File: src/rtl/wb_commit_pkg.sv
// ---------------------------------------------------------------------------
// wb_commit_pkg
// Shared definitions for the writeback/commit slice:
//   rf_wsel_e : writeback data select encodings (RF_WSEL_*)
//   WB_CW     : default scoreboard counter width
//   X0_IDX    : index of the hard-wired zero register
// ---------------------------------------------------------------------------
package wb_commit_pkg;

    typedef enum logic [1:0] {
        RF_WSEL_ALU = 2'd0,
        RF_WSEL_PC4 = 2'd1,
        RF_WSEL_EXT = 2'd2,
        RF_WSEL_RDO = 2'd3
    } rf_wsel_e;

    localparam int WB_CW  = 3;
    localparam int X0_IDX = 0;

endpackage

File: src/rtl/wb_commit_if.sv
// ---------------------------------------------------------------------------
// wb_commit_if
// Bundles every signal between the commit stage and its neighbours:
//   MEM side    : in_valid/in_ready handshake, in_wsel, in_we, in_wr and the
//                 four writeback candidates, plus the wb_hold freeze
//   decode side : iss_* issue request/ready, q_r1/q_r2 read addresses,
//                 hz1/hz2 stall flags, byp1/byp2 + byp_data bypass
//   RF side     : rf_we, rf_wR, rf_wD write port
// modport master = the surrounding pipeline, modport slave = wb_commit.
// ---------------------------------------------------------------------------
interface wb_commit_if #(
    parameter int XLEN = 32,
    parameter int AW   = 5
);
    logic            in_valid;
    logic            in_ready;
    logic [1:0]      in_wsel;
    logic            in_we;
    logic [AW-1:0]   in_wr;
    logic [XLEN-1:0] in_alu_c;
    logic [XLEN-1:0] in_pc4;
    logic [XLEN-1:0] in_ext;
    logic [XLEN-1:0] in_rdo;
    logic            wb_hold;
    logic            iss_valid;
    logic            iss_we;
    logic [AW-1:0]   iss_wr;
    logic            iss_ready;
    logic [AW-1:0]   q_r1;
    logic [AW-1:0]   q_r2;
    logic            hz1;
    logic            hz2;
    logic            byp1;
    logic            byp2;
    logic [XLEN-1:0] byp_data;
    logic            rf_we;
    logic [AW-1:0]   rf_wR;
    logic [XLEN-1:0] rf_wD;

    modport master (
        output in_valid, in_wsel, in_we, in_wr, in_alu_c, in_pc4, in_ext, in_rdo,
        output wb_hold, iss_valid, iss_we, iss_wr, q_r1, q_r2,
        input  in_ready, iss_ready, hz1, hz2, byp1, byp2, byp_data,
        input  rf_we, rf_wR, rf_wD
    );

    modport slave (
        input  in_valid, in_wsel, in_we, in_wr, in_alu_c, in_pc4, in_ext, in_rdo,
        input  wb_hold, iss_valid, iss_we, iss_wr, q_r1, q_r2,
        output in_ready, iss_ready, hz1, hz2, byp1, byp2, byp_data,
        output rf_we, rf_wR, rf_wD
    );
endinterface

File: src/rtl/wb_commit_scoreboard.sv
// ---------------------------------------------------------------------------
// wb_commit_scoreboard
// Per-register pending-write counters. Issue increments, commit decrements,
// both on the same register in one cycle cancel. Produces the issue-ready
// flag and the two read-port hazard flags.
// Ports:
//   clk, rst_n           clock, synchronous active-low reset
//   issue_req, iss_wr    decode wants to issue a writer of iss_wr
//   iss_ready            counter of iss_wr has room
//   commit_en, commit_wr RF write happening this cycle
//   q_r1/q_r2, byp1/byp2 read addresses and their bypass status
//   hz1/hz2              read must stall
// ---------------------------------------------------------------------------
module wb_commit_scoreboard
    import wb_commit_pkg::*;
#(
    parameter int NREG = 32,
    parameter int AW   = 5,
    parameter int CW   = WB_CW
) (
    input  logic          clk,
    input  logic          rst_n,
    input  logic          issue_req,
    input  logic [AW-1:0] iss_wr,
    output logic          iss_ready,
    input  logic          commit_en,
    input  logic [AW-1:0] commit_wr,
    input  logic [AW-1:0] q_r1,
    input  logic [AW-1:0] q_r2,
    input  logic          byp1,
    input  logic          byp2,
    output logic          hz1,
    output logic          hz2
);
    localparam logic [CW-1:0] CNT_MAX = '1;
    localparam logic [AW-1:0] X0      = AW'(X0_IDX);

    logic [CW-1:0]   cnt [NREG];
    logic            issue_en;
    logic [NREG-1:0] inc_vec;
    logic [NREG-1:0] dec_vec;
    logic [CW-1:0]   cnt_q1;
    logic [CW-1:0]   cnt_q2;

    assign iss_ready = (cnt[iss_wr] != CNT_MAX);
    assign issue_en  = issue_req & (iss_wr != X0) & iss_ready;

    always_comb begin
        inc_vec = '0;
        dec_vec = '0;
        for (int i = 0; i < NREG; i++) begin
            inc_vec[i] = issue_en  && (iss_wr    == AW'(i));
            dec_vec[i] = commit_en && (commit_wr == AW'(i));
        end
    end

    // A commit against an empty counter saturates at zero rather than wrapping.
    always_ff @(posedge clk) begin
        if (!rst_n) begin
            for (int i = 0; i < NREG; i++) cnt[i] <= '0;
        end else begin
            for (int i = 0; i < NREG; i++) begin
                if (inc_vec[i] && !dec_vec[i])
                    cnt[i] <= cnt[i] + CW'(1);
                else if (dec_vec[i] && !inc_vec[i] && cnt[i] != '0)
                    cnt[i] <= cnt[i] - CW'(1);
            end
        end
    end

    // One pending writer can be covered by the bypass only if it is the one
    // committing right now; two or more always stall.
    assign cnt_q1 = cnt[q_r1];
    assign cnt_q2 = cnt[q_r2];
    assign hz1 = (q_r1 != X0) & ((cnt_q1 > CW'(1)) | ((cnt_q1 == CW'(1)) & !byp1));
    assign hz2 = (q_r2 != X0) & ((cnt_q2 > CW'(1)) | ((cnt_q2 == CW'(1)) & !byp2));

`ifndef SYNTHESIS
    commit_without_pending: assert property (
        @(posedge clk) disable iff (!rst_n) commit_en |-> (cnt[commit_wr] != '0)
    );
`endif

endmodule

File: src/rtl/wb_commit.sv
// ---------------------------------------------------------------------------
// wb_commit
// Writeback/commit stage. Accepts completed instructions from MEM into a
// single WB register, selects the write data, drives the RF write port and
// reports hazard/bypass status for decode's two read addresses.
// Ports:
//   clk    system clock, all state on the rising edge
//   rst_n  synchronous active-low reset
//   bus    wb_commit_if.slave: MEM handshake, decode issue/query, RF write
// ---------------------------------------------------------------------------
module wb_commit
    import wb_commit_pkg::*;
#(
    parameter int XLEN = 32,
    parameter int NREG = 32,
    parameter int AW   = 5,
    parameter int CW   = WB_CW
) (
    input  logic        clk,
    input  logic        rst_n,
    wb_commit_if.slave  bus
);
    localparam logic [AW-1:0] X0 = AW'(X0_IDX);

    logic            accept;
    logic            vld_p1;
    rf_wsel_e        wsel_p1;
    logic            we_p1;
    logic [AW-1:0]   wr_p1;
    logic [XLEN-1:0] alu_c_p1;
    logic [XLEN-1:0] pc4_p1;
    logic [XLEN-1:0] ext_p1;
    logic [XLEN-1:0] rdo_p1;
    logic            rf_we;
    logic [XLEN-1:0] wdata;
    logic            byp1;
    logic            byp2;
    logic            sb_iss_ready;
    logic            sb_hz1;
    logic            sb_hz2;

    assign accept = bus.in_valid & !bus.wb_hold;

    // ---- MEM -> WB register boundary ----
    // wb_hold freezes the whole entry; otherwise the valid bit follows accept.
    always_ff @(posedge clk) begin
        if (!rst_n) begin
            vld_p1   <= 1'b0;
            wsel_p1  <= RF_WSEL_ALU;
            we_p1    <= 1'b0;
            wr_p1    <= '0;
            alu_c_p1 <= '0;
            pc4_p1   <= '0;
            ext_p1   <= '0;
            rdo_p1   <= '0;
        end else if (!bus.wb_hold) begin
            vld_p1 <= accept;
            if (accept) begin
                wsel_p1  <= rf_wsel_e'(bus.in_wsel);
                we_p1    <= bus.in_we;
                wr_p1    <= bus.in_wr;
                alu_c_p1 <= bus.in_alu_c;
                pc4_p1   <= bus.in_pc4;
                ext_p1   <= bus.in_ext;
                rdo_p1   <= bus.in_rdo;
            end
        end
    end

    // ---- WB register -> RF write port ----
    always_comb begin
        unique case (wsel_p1)
            RF_WSEL_ALU: wdata = alu_c_p1;
            RF_WSEL_PC4: wdata = pc4_p1;
            RF_WSEL_EXT: wdata = ext_p1;
            RF_WSEL_RDO: wdata = rdo_p1;
            default:     wdata = alu_c_p1;
        endcase
    end

    // rf_we already excludes x0, so the bypass compare needs no x0 guard.
    assign rf_we = vld_p1 & we_p1 & (wr_p1 != X0) & !bus.wb_hold;
    assign byp1  = rf_we & (wr_p1 == bus.q_r1);
    assign byp2  = rf_we & (wr_p1 == bus.q_r2);

    wb_commit_scoreboard #(
        .NREG (NREG),
        .AW   (AW),
        .CW   (CW)
    ) u_scoreboard (
        .clk       (clk),
        .rst_n     (rst_n),
        .issue_req (bus.iss_valid & bus.iss_we),
        .iss_wr    (bus.iss_wr),
        .iss_ready (sb_iss_ready),
        .commit_en (rf_we),
        .commit_wr (wr_p1),
        .q_r1      (bus.q_r1),
        .q_r2      (bus.q_r2),
        .byp1      (byp1),
        .byp2      (byp2),
        .hz1       (sb_hz1),
        .hz2       (sb_hz2)
    );

    assign bus.in_ready  = !bus.wb_hold;
    assign bus.iss_ready = sb_iss_ready;
    assign bus.hz1       = sb_hz1;
    assign bus.hz2       = sb_hz2;
    assign bus.byp1      = byp1;
    assign bus.byp2      = byp2;
    assign bus.byp_data  = wdata;
    assign bus.rf_we     = rf_we;
    assign bus.rf_wR     = wr_p1;
    assign bus.rf_wD     = wdata;

endmodule

File: src/flat_wrapper.sv
// flat-port wrapper written by rule: the top's interface ports become plain ports
module wb_commit_flat import wb_commit_pkg::*;
#(
    parameter int XLEN = 32,
    parameter int NREG = 32,
    parameter int AW   = 5,
    parameter int CW   = WB_CW
)
  (clk, rst_n, bus_in_valid, bus_in_wsel, bus_in_we, bus_in_wr, bus_in_alu_c, bus_in_pc4, bus_in_ext, bus_in_rdo, bus_wb_hold, bus_iss_valid, bus_iss_we, bus_iss_wr, bus_q_r1, bus_q_r2, bus_in_ready, bus_iss_ready, bus_hz1, bus_hz2, bus_byp1, bus_byp2, bus_byp_data, bus_rf_we, bus_rf_wR, bus_rf_wD);
  wb_commit_if #(.XLEN(XLEN), .AW(AW)) bus_i ();
  input  logic clk;
  input  logic rst_n;
  input wire logic [$bits(bus_i.in_valid)-1:0] bus_in_valid;
  input wire logic [$bits(bus_i.in_wsel)-1:0] bus_in_wsel;
  input wire logic [$bits(bus_i.in_we)-1:0] bus_in_we;
  input wire logic [$bits(bus_i.in_wr)-1:0] bus_in_wr;
  input wire logic [$bits(bus_i.in_alu_c)-1:0] bus_in_alu_c;
  input wire logic [$bits(bus_i.in_pc4)-1:0] bus_in_pc4;
  input wire logic [$bits(bus_i.in_ext)-1:0] bus_in_ext;
  input wire logic [$bits(bus_i.in_rdo)-1:0] bus_in_rdo;
  input wire logic [$bits(bus_i.wb_hold)-1:0] bus_wb_hold;
  input wire logic [$bits(bus_i.iss_valid)-1:0] bus_iss_valid;
  input wire logic [$bits(bus_i.iss_we)-1:0] bus_iss_we;
  input wire logic [$bits(bus_i.iss_wr)-1:0] bus_iss_wr;
  input wire logic [$bits(bus_i.q_r1)-1:0] bus_q_r1;
  input wire logic [$bits(bus_i.q_r2)-1:0] bus_q_r2;
  output wire logic [$bits(bus_i.in_ready)-1:0] bus_in_ready;
  output wire logic [$bits(bus_i.iss_ready)-1:0] bus_iss_ready;
  output wire logic [$bits(bus_i.hz1)-1:0] bus_hz1;
  output wire logic [$bits(bus_i.hz2)-1:0] bus_hz2;
  output wire logic [$bits(bus_i.byp1)-1:0] bus_byp1;
  output wire logic [$bits(bus_i.byp2)-1:0] bus_byp2;
  output wire logic [$bits(bus_i.byp_data)-1:0] bus_byp_data;
  output wire logic [$bits(bus_i.rf_we)-1:0] bus_rf_we;
  output wire logic [$bits(bus_i.rf_wR)-1:0] bus_rf_wR;
  output wire logic [$bits(bus_i.rf_wD)-1:0] bus_rf_wD;
  assign bus_i.in_valid = bus_in_valid;
  assign bus_i.in_wsel = bus_in_wsel;
  assign bus_i.in_we = bus_in_we;
  assign bus_i.in_wr = bus_in_wr;
  assign bus_i.in_alu_c = bus_in_alu_c;
  assign bus_i.in_pc4 = bus_in_pc4;
  assign bus_i.in_ext = bus_in_ext;
  assign bus_i.in_rdo = bus_in_rdo;
  assign bus_i.wb_hold = bus_wb_hold;
  assign bus_i.iss_valid = bus_iss_valid;
  assign bus_i.iss_we = bus_iss_we;
  assign bus_i.iss_wr = bus_iss_wr;
  assign bus_i.q_r1 = bus_q_r1;
  assign bus_i.q_r2 = bus_q_r2;
  assign bus_in_ready = bus_i.in_ready;
  assign bus_iss_ready = bus_i.iss_ready;
  assign bus_hz1 = bus_i.hz1;
  assign bus_hz2 = bus_i.hz2;
  assign bus_byp1 = bus_i.byp1;
  assign bus_byp2 = bus_i.byp2;
  assign bus_byp_data = bus_i.byp_data;
  assign bus_rf_we = bus_i.rf_we;
  assign bus_rf_wR = bus_i.rf_wR;
  assign bus_rf_wD = bus_i.rf_wD;
  wb_commit #(.XLEN(XLEN), .NREG(NREG), .AW(AW), .CW(CW)) u_core (.clk(clk), .rst_n(rst_n), .bus(bus_i));
endmodule
File: config.mk
export PLATFORM = sky130hd
export DESIGN_NAME = wb_commit_flat
export DESIGN_NICKNAME = d
export VERILOG_FILES = /design/src/rtl/wb_commit_pkg.sv /design/src/rtl/wb_commit_if.sv /design/src/rtl/wb_commit_scoreboard.sv /design/src/rtl/wb_commit.sv /design/src/flat_wrapper.sv
export SDC_FILE = /design/constraint.sdc
export NUM_CORES = 1
export LEC_CHECK = 0
export CAP_MARGIN = 30
export CORE_MARGIN = 2
export CORE_UTILIZATION = 56
export CTS_BUF_LIST = sky130_fd_sc_hd__clkbuf_8
export CTS_CLUSTER_SIZE = 14
export DETAILED_ROUTE_END_ITERATION = 12
export GPL_TIMING_DRIVEN = 0
export HOLD_SLACK_MARGIN = 0.03
export PLACE_DENSITY = 0.84
export SYNTH_ARGS = -nofsm -noshare
export SYNTH_HDL_FRONTEND = slang
export SYNTH_SLANG_ARGS = --single-unit
File: constraint.sdc
create_clock -name clk -period 4.25 [get_ports clk]
set_input_delay 0.85 -clock clk [delete_from_list [all_inputs] [get_ports clk]]
set_output_delay 0.85 -clock clk [all_outputs]
set_load 0.01 [all_outputs]
* Word-level counts from Yosys, hierarchy flattened
Memory sizes are Yosys's and may differ from the RTL's.
Cells that the tools add are included.
** Cells by class
- Add/sub/neg operators :: 64
- Order comparisons :: 2
- Equality and inequality tests :: 70
- Mux-type cells :: 290
- Bitwise gates (word level) :: 80
- Reduce and logical (&&, ||, !) cells :: 267
** Operator list (number)
- $mux 1 :: 225
- $mux 3 :: 64
- $eq 5x5->1 const B :: 32
- $logic_and 1x1->1 :: 160
- $pmux 32 s4 :: 1
- $add 3x1->3 const B :: 32
- $reduce_bool 3->1 :: 32
- $sub 3x1->3 const B :: 32
- $eq 5x4->1 const B :: 16
- $logic_not 1->1 :: 67
- $or 1x1->1 :: 66
- $eq 5x3->1 const B :: 8
- $eq 5x2->1 const B :: 4
- $reduce_bool 5->1 :: 4
- $and 1x1->1 :: 13
- $eq 5x1->1 const B :: 2
- $eq 5x5->1 :: 2
- $logic_not 5->1 :: 2
- $eq 3x1->1 const B :: 2
- $gt 3x1->1 const B :: 2
- $eq 2x2->1 const B :: 2
- $ne 3x3->1 const B :: 1
- $eq 2x1->1 const B :: 1
- $logic_not 2->1 :: 1
- other kinds (2) :: 2
** Word-level totals
- Register bits :: 137
- RAM bits :: 96
- Input port bits :: 157
- Output and inout bits :: 76
- Logic and storage cells :: 782
- Memories kept :: 1
** Memory list
- u_core.u_scoreboard.cnt :: depth 32, width 3, read ports 35, clocked after memory_dff 0, write ports 32, line wb_commit_scoreboard.sv:38 : logic [CW-1:0] cnt [NREG];

* Longest topological paths before layout
Gate-level depths: netlist of run 1.
- Depth in word-level cells :: 12
- Depth in mapped cells :: 13
- Depth with buffers taken out :: 10

* By module
Synthesis of run 1 repeated with hierarchy kept, for this count alone.
** Unflattened totals
- Cells, all modules :: 1548
- Area total of the unflattened synthesis :: 14854.2 um2
** Modules (own cells, without submodules)
- wb_commit_scoreboard :: times used 1, cells an instance 862, area each 8618.3 um2, seq. area each 2882.8 um2
- wb_commit :: times used 1, cells an instance 686, area each 6236.0 um2, seq. area each 2742.6 um2

* Worst setup path after synthesis of run 1
No wires, ideal clock.
- Path type :: input-to-reg
- From :: in bus_iss_wr[2]
- To :: mem u_core.u_scoreboard.cnt[24][2] (netlist bit) (data pin)
- Setup time :: 0.259 ns
- Arrival time :: 3.609 ns
- Data required time :: 3.991 ns
- Slack :: 0.383 ns
- Stages :: 12
- Buffers on the path :: 2
- Cell sequence :: clkbuf_1 -> nor2b_1 -> buf_1 -> a22oi_1 -> and2_1 -> o31a_1 -> a221o_1 -> or2_2 -> fa_1 -> xor2_1 -> nand2b_1 -> mux2i_1
** RTL lines
- start: declaration :: line flat_wrapper.sv:24 : input wire logic [$bits(bus_i.iss_wr)-1:0] bus_iss_wr;
- end: declaration :: line wb_commit_scoreboard.sv:38

* Worst setup path in the final report of run 1
- From :: in bus_wb_hold
- To :: out bus_hz1
** On the way
- Longest elaborated chain between the ends :: 7
** RTL lines
- start: declaration :: line flat_wrapper.sv:21 : input wire logic [$bits(bus_i.wb_hold)-1:0] bus_wb_hold;
- $logic_not 1->1
- $and 1x1->1 :: line wb_commit.sv:82 : assign rf_we = vld_p1 & we_p1 & (wr_p1 != X0) & !bus.wb_hold;
- $and 1x1->1 :: line wb_commit.sv:83 : assign byp1 = rf_we & (wr_p1 == bus.q_r1);
- $logic_not 1->1 :: line wb_commit_scoreboard.sv:75 : assign hz1 = (q_r1 != X0) & ((cnt_q1 > CW'(1)) | ((cnt_q1 == CW'(1)) & !byp1));
- $and 1x1->1 :: line wb_commit_scoreboard.sv:75
- $or 1x1->1 :: line wb_commit_scoreboard.sv:75
- $and 1x1->1 :: line wb_commit_scoreboard.sv:75
- end: declaration :: line flat_wrapper.sv:29 : output wire logic [$bits(bus_i.hz1)-1:0] bus_hz1;
No other way between the ends.

==> reports/results.ini, run 1 <==
[die]
dieArea_um2 = 26800
core_area_um2 = 25100
die_h_um = 164
io_pins = 233
num_rows = 58
start_util_pct = 56.8
die_x_um = 164

[grt]
grt_pass1_vias = 13800
grt_pass1_wl_um = 78500
grt_start_max_net_pins = 20
track_usage_pct = 39.0
antenna_found_initial = 3
gr-total-overflow = 0

[detailed_routing]
vias = 13800
drtIter0Drc = 1851
drt-total-wl_um = 52200
dr.pass1.iters = 6
wl_per_cell_um = 24.3
drtAntennaViolNets = 0
via_per_inst = 6.45
drc_errors = 0

[sta]
fin_crit_sh_pct = 99.7
fin_crit_ns = 4.24
finalSetupViolations = 0
maxSlewViolCount = 0
tightest_slew_ns = 1.07
relSlewSlack_pct = 28.7
final.setup_skew_ns = 0.0172
hold_viol = 0
rsz0062_at_grt = false
max_freq_mhz = 236

[worst_setup_path]
timing.critical_path.mode_cell = clkdlybuf4s50_1
cpPeakStageDelay_ns = 0.55
path_cells = clkdlybuf4s50_1 > and3b_2 > nand3_1 > a2111oi_4 > inv_1 > a221oi_2 > a21oi_1 > clkdlybuf4s50_1
critPathKind = in2out
slowest_stage = clkdlybuf4s50_1
start_kind = input pin
crit_fanout = 4
crit_path_end_kind = output pin
critPathRequiredTime_ns = 3.40
cp_data_arrival_time_ns = 3.39

[place]
place_congestion = 1.03
placed_area_um2 = 17000
dp_hpwl_um = 40100
dpl.cell_count = 2072
portBuffers = 226

[logic_synthesis]
ys_seq_area_share_pct = 39.4
synth.top_cell.area_share_pct = 20.2
synth-seq-cells = 233
yosysUniqueCellTypes = 64
synth_top_cell_by_area = edfxtp_1
synthCells = 1511
synth-edff-count = 96
postSynthAreaPerCell_um2 = 9.44
yosysWarnings = 0
synth_ff_type = dfxtp_1
synth_area_leaders = edfxtp_1 (20%), dfxtp_1 (19%), mux4_2 (14%)
netlist_area_um2 = 14300
async_reset_ff_share_pct = 0

[cts]
cts_tree = done
cts_inserted_buffers = 40
clockBufferDepth = 3
insertion_delay_ns = 0.56
clk_pin_slew_ns = 0.06
cts-root-buf = clkbuf_8
cts_sinks = 233
cts_max_level = 2

[power]
power_frac_clock_pct = 36.1
seq_power_share_pct = 45.2
irDropWorstVdd_v = 0.000233
total_power_uw = 5670
switching_share_pct = 28.6
p_int_uw = 4050
p_per_area_nw_per_um2 = 316
power_frac_comb_pct = 18.7
switchingPower_uw = 1620
power_leakage_uw = 0.00647

[job]
max_cap_violations = 0

[hold_path]
hp-class = reg2reg

[final_layout]
regArea_um2 = 5630
nets = 1975
multi_input_area_um2 = 7750
final_cell_area_um2 = 18000
layoutNonFillerInstCount = 2146
area_growth_pct = 25.9
drive_gt1_share_pct = 13.5
num-fill-cells = 1909

[outcome]
status = finished, final reports clean

## critical path: cells and delay by family
family / cells / cell delay, ns
buffers and inverters: 3 / 1.15
AO/OA/AOI/OAI: 3 / 0.84
AND/OR/NAND/NOR: 2 / 0.54
## per-stage QoR
stage / setup TNS (ns) / util [%] / hold slack, ns / worst slack (ns)
6_report: 0 / 71.5 / 0.454 / 0.0132
5_1_grt: 0 / 71.5 / 0.468 / 0.00400
4_1_cts: 0 / 71.4 / 0.453 / 0.0130
3_5_place_dp: -20.48 / 67.6 / 0.446 / -0.883
3_3_place_gp: -17.34 / 67.5 / 0.439 / -0.825
2_1_floorplan: 0 / - / 0.432 / 0.383
## placed cells by master (no fill, tap or decap), types with 6 or more instances in the layout
cell type	n
nand2_1	323
clkdlybuf4s50_1	219
a21oi_1	199
dfxtp_1	137
edfxtp_1	96
inv_1	90
mux4_2	90
nor2_1	90
clkbuf_1	73
clkbuf_8	50
buf_4	36
mux2i_1	33
nand3_1	33
fa_1	30
nor3_1	28
xnor2_1	25
o311ai_0	18
a31o_2	15
nand4_1	14
nand2b_1	13
xor2_1	13
o21ai_0	12
buf_1	10
o31ai_1	9
nor2b_1	8
buf_2	8
and2_1	6
or2_2	6
a31oi_1	6
a211oi_1	6
a211o_1	6
or3_1	6
## cell families after synthesis
kind of cell	share of synthesized area [%]
fa+ha+maj	4.47
mux	16.9
other cells	0.0263
xor+xnor	2.33
buf+inv	6.80
simple gates	16.3
compound gates	13.8
flops	39.4
## per-layer routing
metal	vias to the layer above	GRT usage, %	part of all wire, %
li1	5923	-	-
met1	6633	47.7	35
met2	1048	62.9	47
met3	237	9.22	11
met4	0	23.5	7.3
met5	-	0	0
## flip-flops by register name, indices dropped and copies added, names as in the netlist
signal,flops
u_core.alu_c_p1,32
u_core.u_scoreboard.cnt,96
u_core.vld_p1,1
u_core.pc4_p1,32
u_core.we_p1,1
u_core.rdo_p1,32
u_core.wsel_p1,2
u_core.bus.rf_wR,5
u_core.ext_p1,32
## final timing paths
check | cells after the start | startpoint | slack, ns | end
worst max-delay path | 8 | bus_wb_hold | 0.01 | bus_hz1
worst min-delay path | 2 | u_core.alu_c_p1[10]$_SDFFE_PN0P_ | 0.45 | u_core.alu_c_p1[10]$_SDFFE_PN0P_
worst max register to register | 10 | u_core.bus.rf_wR[1]$_SDFFE_PN0P_ | 0.32 | u_core.u_scoreboard.cnt[23][2]$_SDFFCE_PN0P_
worst min register to register | 2 | u_core.alu_c_p1[10]$_SDFFE_PN0P_ | 0.45 | u_core.alu_c_p1[10]$_SDFFE_PN0P_
## layout make-up
cell class	count	area share, %
multi-input cells	1066	43.2
flip-flops and latches	233	31.3
repair buffers	232	12.9
plain buffers	138	4.33
clock buffers	48	3.68
well taps	330	2.30
inverters	74	1.55
clock inverters	23	0.746
diodes	2	0.0279
## Yosys cell counts, types with 3 or more instances
library cell and instances:
a21o_1 3, inv_1 74, xor2_1 13, nor2b_1 8, nand3_1 33, nor3_1 29, or4_1 3, a31oi_1 6
and3_1 4, or3_1 6, xnor2_1 25, a311o_1 3, o31a_1 4, buf_2 4, o21ai_0 12, nor2_1 91
clkbuf_1 83, or2_2 6, o311ai_0 18, a211oi_1 7, dfxtp_1 137, edfxtp_1 96, and2_1 6, nand2b_1 13
mux2_2 4, nor4_1 4, a31o_2 15, nand2_1 323, mux2i_1 33, o31ai_1 9, nand4_1 14, ha_1 3
a22oi_1 5, fa_1 30, mux4_2 90, buf_6 5, a21oi_1 200, a211o_1 6, buf_1 15, o311ai_1 6
buf_4 33
## power by group through the flow
stage / Combinational, µW / Clock [µW] / Sequential, µW
6_report: 1060 / 2050 / 2560
3_3_place_gp: 996 / 0 / 2600
3_5_place_dp: 1020 / 0 / 2600
2_1_floorplan: 581 / 0 / 2560
5_1_grt: 1130 / 2130 / 2570
4_1_cts: 1040 / 2040 / 2560
## timing repair
action / in CTS / in global routing
buffers inserted: 3 / 0
hold endpoints to repair: 0 / 0
setup endpoints to repair: 7 / 4
hold buffers: 0 / 0
resized for setup: 55 / 10
pin swaps: 1 / 1
cloned: 0 / 0
Power figures use the tool's default switching activity.
==> run 2, diff against run 1 <==
CORE_UTILIZATION = 58   (was 56)
PLACE_DENSITY = 0.87   (was 0.84)
clock period = 4.9 ns   (was 4.25 ns; I/O delays follow)
==> reports/results.ini, run 2 (synthesized netlist as in run 1, its figures left out) <==
[worst_setup_path]
critical-path-top-delay-family = buffers and inverters
crit_path_end_kind = output pin
critPathKind = in2out
critPathRequiredTime_ns = 3.92  ; +0.52 ns
crit_buf_inv = 3  ; unchanged
cp_data_arrival_time_ns = 3.84  ; +0.45 ns
start_kind = input pin
timing.critical_path.mode_cell = mux4_2
cpPeakStageDelay_ns = 0.61  ; +0.06 ns
slowest_stage = buf_1
path_cells = clkbuf_1 > buf_1 > mux4_2 > mux4_2 > a221oi_1 > a21oi_1 > clkdlybuf4s50_1
crit_fanout = 10  ; +6

[power]
power_leakage_uw = 0.00638  ; -1.3%
p_per_area_nw_per_um2 = 280  ; -11%
irDropWorstVdd_v = 0.000277  ; +19%
total_power_uw = 5010  ; -12%

[grt]
track_usage_pct = 39.3  ; +0.34 points
grt_pass1_vias = 13800  ; -0.44%
grt_start_max_net_pins = 20  ; unchanged
grt_pass1_wl_um = 77100  ; -1.9%
gr-total-overflow = 0  ; unchanged
antenna_found_initial = 3  ; unchanged

[sta]
tightest_slew_ns = 1.11  ; +0.0410 ns
hold_viol = 0  ; unchanged
relSlewSlack_pct = 25.1  ; -3.6 points
maxSlewViolCount = 0  ; unchanged
max_freq_mhz = 207
fin_crit_sh_pct = 98.4
fin_crit_ns = 4.82
tns_ns = 0  ; unchanged
final.setup_skew_ns = 0.0319  ; +0.0147 ns
finalSetupViolations = 0  ; unchanged

[detailed_routing]
drtAntennaViolNets = 0  ; unchanged
drt-total-wl_um = 51300  ; -1.6%
vias = 13900  ; +0.11%
drtIter0Drc = 1643  ; -11%
via_per_inst = 6.48  ; +0.44%
drc_errors = 0  ; unchanged
dr.pass1.iters = 6  ; unchanged
wl_per_cell_um = 24.0  ; -1.3%

[die]
dieArea_um2 = 25900  ; -3.4%
num_rows = 57  ; -1.7%
die_x_um = 161  ; -1.7%
core_area_um2 = 24200  ; -3.4%
die_h_um = 161  ; -1.7%
start_util_pct = 58.8  ; +2.0 points
io_pins = 233  ; unchanged

[final_layout]
area_growth_pct = 25.4
num-fill-cells = 1744  ; -8.6%
final_core_util_pct = 73.8  ; +2.2 points
drive_gt1_share_pct = 12.9  ; -0.53 points
layoutNonFillerInstCount = 2139  ; -0.33%
largest_reg_flops = 96  ; unchanged
multi_input_area_um2 = 7720  ; -0.37%
nets = 1972  ; -0.15%
mostFrequentLayoutCell = nand2_1
regMostFlops = u_core.u_scoreboard.cnt
regArea_um2 = 5630  ; unchanged
final_cell_mix = nand2_1 (323), clkdlybuf4s50_1 (224), a21oi_1 (200), dfxtp_1 (137), edfxtp_1 (96)

[place]
place_congestion = 0.999  ; -2.6%
portBuffers = 226  ; unchanged
dpl.cell_count = 2064  ; -0.39%
dp_hpwl_um = 39200  ; -2.2%

[cts]
cts_inserted_buffers = 40  ; unchanged
clockBufferDepth = 3  ; unchanged
clk_pin_slew_ns = 0.06  ; about the same
cts_sinks = 233  ; unchanged
cts-root-buf = clkbuf_8
insertion_delay_ns = 0.58  ; +0.02 ns
postCtsHoldBufs = 0  ; unchanged
cts_max_level = 2  ; unchanged
cts_tree = done

[outcome]
status = finished, final reports clean

[job]
max_cap_violations = 0  ; unchanged

[hold_path]
hp-class = reg2reg

[run 2: metrics by stage]
stage                     hold slack (ns)  cell area [µm²]  worst slack, ns
after floorplan                     0.432            14300            0.839
after CTS                           0.452            17800           0.0138
after detailed placement            0.444            17000           -0.466
after global placement              0.439            16900           -0.466
final                               0.453            17900           0.0775
after global routing                0.464            17900          -0.0344
[run 2: cell type report]
| cell class | count | share of cell area, % |
|---|---|---|
| Multi-Input combinational cell | 1066 | 43.2 |
| Sequential cell | 233 | 31.5 |
| Timing Repair Buffer | 230 | 12.8 |
| Buffer | 137 | 3.92 |
| Clock buffer | 50 | 3.85 |
| Tap cell | 324 | 2.27 |
| Inverter | 74 | 1.55 |
| Clock inverter | 21 | 0.916 |
| Antenna cell | 4 | 0.0560 |
[run 2: per-layer routing]
metal / part of all wire, % / track usage (%) / wire (µm)
met2: 46 / 64.5 / 23800
met4: 7.5 / 25.9 / 3870
met3: 13 / 9.40 / 6420
met1: 34 / 46.4 / 17200
met5: 0 / 0 / 0
[run 2: what timing repair did]
action | 4_1_cts | 5_1_grt
gates resized for setup | 19 | 10
endpoints found under the setup margin | 3 | 3
pin swaps | 0 | 1
buffers inserted | 1 | 2
[run 2: worst paths after layout]
check        depth (start not counted)                                           end                        startpoint  slack, ns
max                                  7                                       bus_hz1                       bus_q_r1[1]       0.08
min                                  2                u_core.rdo_p1[13]$_SDFFE_PN0P_    u_core.rdo_p1[13]$_SDFFE_PN0P_       0.45
max reg2reg                         10  u_core.u_scoreboard.cnt[23][2]$_SDFFCE_PN0P_  u_core.bus.rf_wR[1]$_SDFFE_PN0P_       0.66
min reg2reg                          2                u_core.rdo_p1[13]$_SDFFE_PN0P_    u_core.rdo_p1[13]$_SDFFE_PN0P_       0.45
[run 2: power breakdown]
| group | switching [µW] | internal [µW] | leakage (µW) |
|---|---|---|---|
| logic | 471 | 435 | 0.00380 |
| registers | 98.6 | 2130 | 0.00210 |
| clock network | 845 | 1030 | 0.000479 |
| total | 1410 | 3600 | 0.00638 |
[run 2: worst min-delay path, delay by kind of cell, from the launching register on]
kind,cells,cell delay [ns]
AND/OR/NAND/NOR,1,0.05
AO/OA/AOI/OAI,1,0.05
flip-flops,1,0.31
==> run 3, diff against run 2 <==
SLEW_MARGIN = 10   (was unset)
==> reports/results.ini, run 3 (synthesized netlist as in run 1, its figures left out) <==
[detailed_routing]
dr.pass1.iters = 6  ; unchanged
met2_length_um = 23600  ; -0.83%
vias = 13900  ; -0.029%
drt-total-wl_um = 51300  ; -0.13%
via_per_inst = 6.47  ; about the same
top_layer = met4
wl_met3_um = 6270  ; -2.4%
wl_per_cell_um = 24.0  ; -0.17%
drc_errors = 0  ; unchanged
routedLengthMet1_um = 17400  ; +0.84%
drtIter0Drc = 1581  ; -3.8%
drtAntennaViolNets = 0  ; unchanged

[hold_path]
min-delay-start = u_core.rdo_p1[13]$_SDFFE_PN0P_
hp-class = reg2reg
hold_depth = 2  ; unchanged

[grt]
track_usage_pct = 39.3  ; unchanged
antenna_found_initial = 3  ; unchanged
gr-total-overflow = 0  ; unchanged
grt_pass1_vias = 13800  ; unchanged
grt_pass1_wl_um = 77100  ; unchanged
grt_start_max_net_pins = 20  ; unchanged

[final_layout]
area_growth_pct = 25.5  ; about the same
final_core_util_pct = 73.8  ; about the same
num-fill-cells = 1744  ; unchanged
mostFrequentLayoutCell = nand2_1
nets = 1974  ; +0.10%
multi_input_area_um2 = 7720  ; unchanged
regArea_um2 = 5630  ; unchanged
largest_reg_flops = 96  ; unchanged
layoutNonFillerInstCount = 2140  ; +0.047%
drive_gt1_share_pct = 13.0  ; +0.096 points
final_cell_mix = nand2_1 (323), clkdlybuf4s50_1 (224), a21oi_1 (200), dfxtp_1 (137), edfxtp_1 (96)
regMostFlops = u_core.u_scoreboard.cnt

[worst_setup_path]
cp_data_arrival_time_ns = 3.84  ; about the same
r2r_slack_ns = 0.70  ; +0.04 ns
start_kind = input pin
critPathRequiredTime_ns = 3.92  ; about the same
crit_path_end_kind = output pin
crit_fanout = 10  ; unchanged
path_cells = clkbuf_1 > buf_1 > mux4_2 > mux4_2 > a221oi_1 > a21oi_1 > clkdlybuf4s50_1
crit_path_start = bus_q_r1[1]
critPathKind = in2out
worstReg2RegStart = u_core.bus.rf_wR[1]$_SDFFE_PN0P_
cpPeakStageDelay_ns = 0.62  ; about the same
slowest_stage = buf_1
r2r-end = u_core.u_scoreboard.cnt[23][2]$_SDFFCE_PN0P_
critical_path.endpoint = bus_hz1
timing.critical_path.mode_cell = mux4_2
reg2reg_depth = 10  ; unchanged

[power]
p_per_area_nw_per_um2 = 280  ; about the same
power_leakage_uw = 0.00639  ; +0.13%
irDropWorstVdd_v = 0.000277  ; about the same

[place]
dp_worst_setup_slack_ns = -0.466  ; unchanged
portBuffers = 226  ; unchanged
dpl.cell_count = 2064  ; unchanged
place_congestion = 0.999  ; unchanged
dp_hpwl_um = 39200  ; unchanged

[cts]
clk_pin_slew_ns = 0.06  ; about the same
clockBufferDepth = 3  ; unchanged
postCtsHoldBufs = 0  ; unchanged
cts_sinks = 233  ; unchanged
cts-root-buf = clkbuf_8
cts_max_level = 2  ; unchanged
insertion_delay_ns = 0.58  ; about the same
cts_inserted_buffers = 40  ; unchanged
cts_tree = done

[sta]
maxSlewViolCount = 0  ; unchanged
whs_ns = 0.452  ; -0.000613 ns
tns_ns = 0  ; unchanged
fin_crit_sh_pct = 98.4  ; about the same
fin_crit_ns = 4.82  ; -0.00329 ns
tightest_slew_ns = 1.10  ; -0.00560 ns
max_freq_mhz = 208  ; about the same
final.setup_skew_ns = 0.0329  ; +0.00103 ns
hold_viol = 0  ; unchanged
relSlewSlack_pct = 26.1  ; +0.97 points
finalSetupViolations = 0  ; unchanged
fin_ws_ns = 0.0808  ; +0.00329 ns

[die]
die_x_um = 161  ; unchanged
core_area_um2 = 24200  ; unchanged
die_h_um = 161  ; unchanged
start_util_pct = 58.8  ; unchanged
io_pins = 233  ; unchanged
dieArea_um2 = 25900  ; unchanged
num_rows = 57  ; unchanged

[job]
max_cap_violations = 0  ; unchanged

[outcome]
status = finished, final reports clean

[run 3: layout make-up]
type / instances / share of cell area (%)
Multi-Input combinational cell: 1066 / 43.2
Sequential cell: 233 / 31.4
Timing Repair Buffer: 232 / 12.9
Buffer: 137 / 3.92
Clock buffer: 50 / 3.84
Tap cell: 324 / 2.26
Inverter: 74 / 1.55
Clock inverter: 21 / 0.916
Antenna cell: 3 / 0.0419
[run 3: worst min-delay path by stage]
stage,endpoint,slack [ns]
2_1_floorplan,u_core.we_p1$_SDFFE_PN0P_,0.43
3_3_place_gp,u_core.vld_p1$_SDFFE_PN0N_,0.44
3_5_place_dp,u_core.rdo_p1[6]$_SDFFE_PN0P_,0.44
4_1_cts,u_core.rdo_p1[6]$_SDFFE_PN0P_,0.45
5_1_grt,u_core.alu_c_p1[15]$_SDFFE_PN0P_,0.46
6_report,u_core.rdo_p1[13]$_SDFFE_PN0P_,0.45
[run 3: repair_timing]
action	in CTS	in global routing
gates resized for setup	19	10
buffers inserted	1	2
endpoints found under the setup margin	3	3
pin swaps	0	1
[run 3: per-layer routing]
layer	vias up	track usage, %
li1	5932	-
met1	6507	46.4
met2	1140	64.5
met3	273	9.40
met4	0	25.9
met5	-	0
[run 3: power by group]
group / switching [µW] / internal, µW / total [µW] / leakage (µW)
registers: 98.3 / 2130 / 2220 / 0.00210
clock network: 845 / 1030 / 1880 / 0.000479
logic: 470 / 436 / 906 / 0.00381
total: 1410 / 3600 / 5010 / 0.00639
[run 3: stage by stage]
| step | power (µW) | instance area, µm² |
|---|---|---|
| 6_report | 5010 | 17900 |
| 3_3_place_gp | 3110 | 16900 |
| 2_1_floorplan | 2720 | 14300 |
| 4_1_cts | 4980 | 17800 |
| 3_5_place_dp | 3130 | 17000 |
| 5_1_grt | 5150 | 17900 |
[run 3: critical path: cells and delay by family]
family / cells / cell delay, ns
buf+inv: 3 / 1.39
compound gates: 2 / 0.57
mux: 2 / 0.89
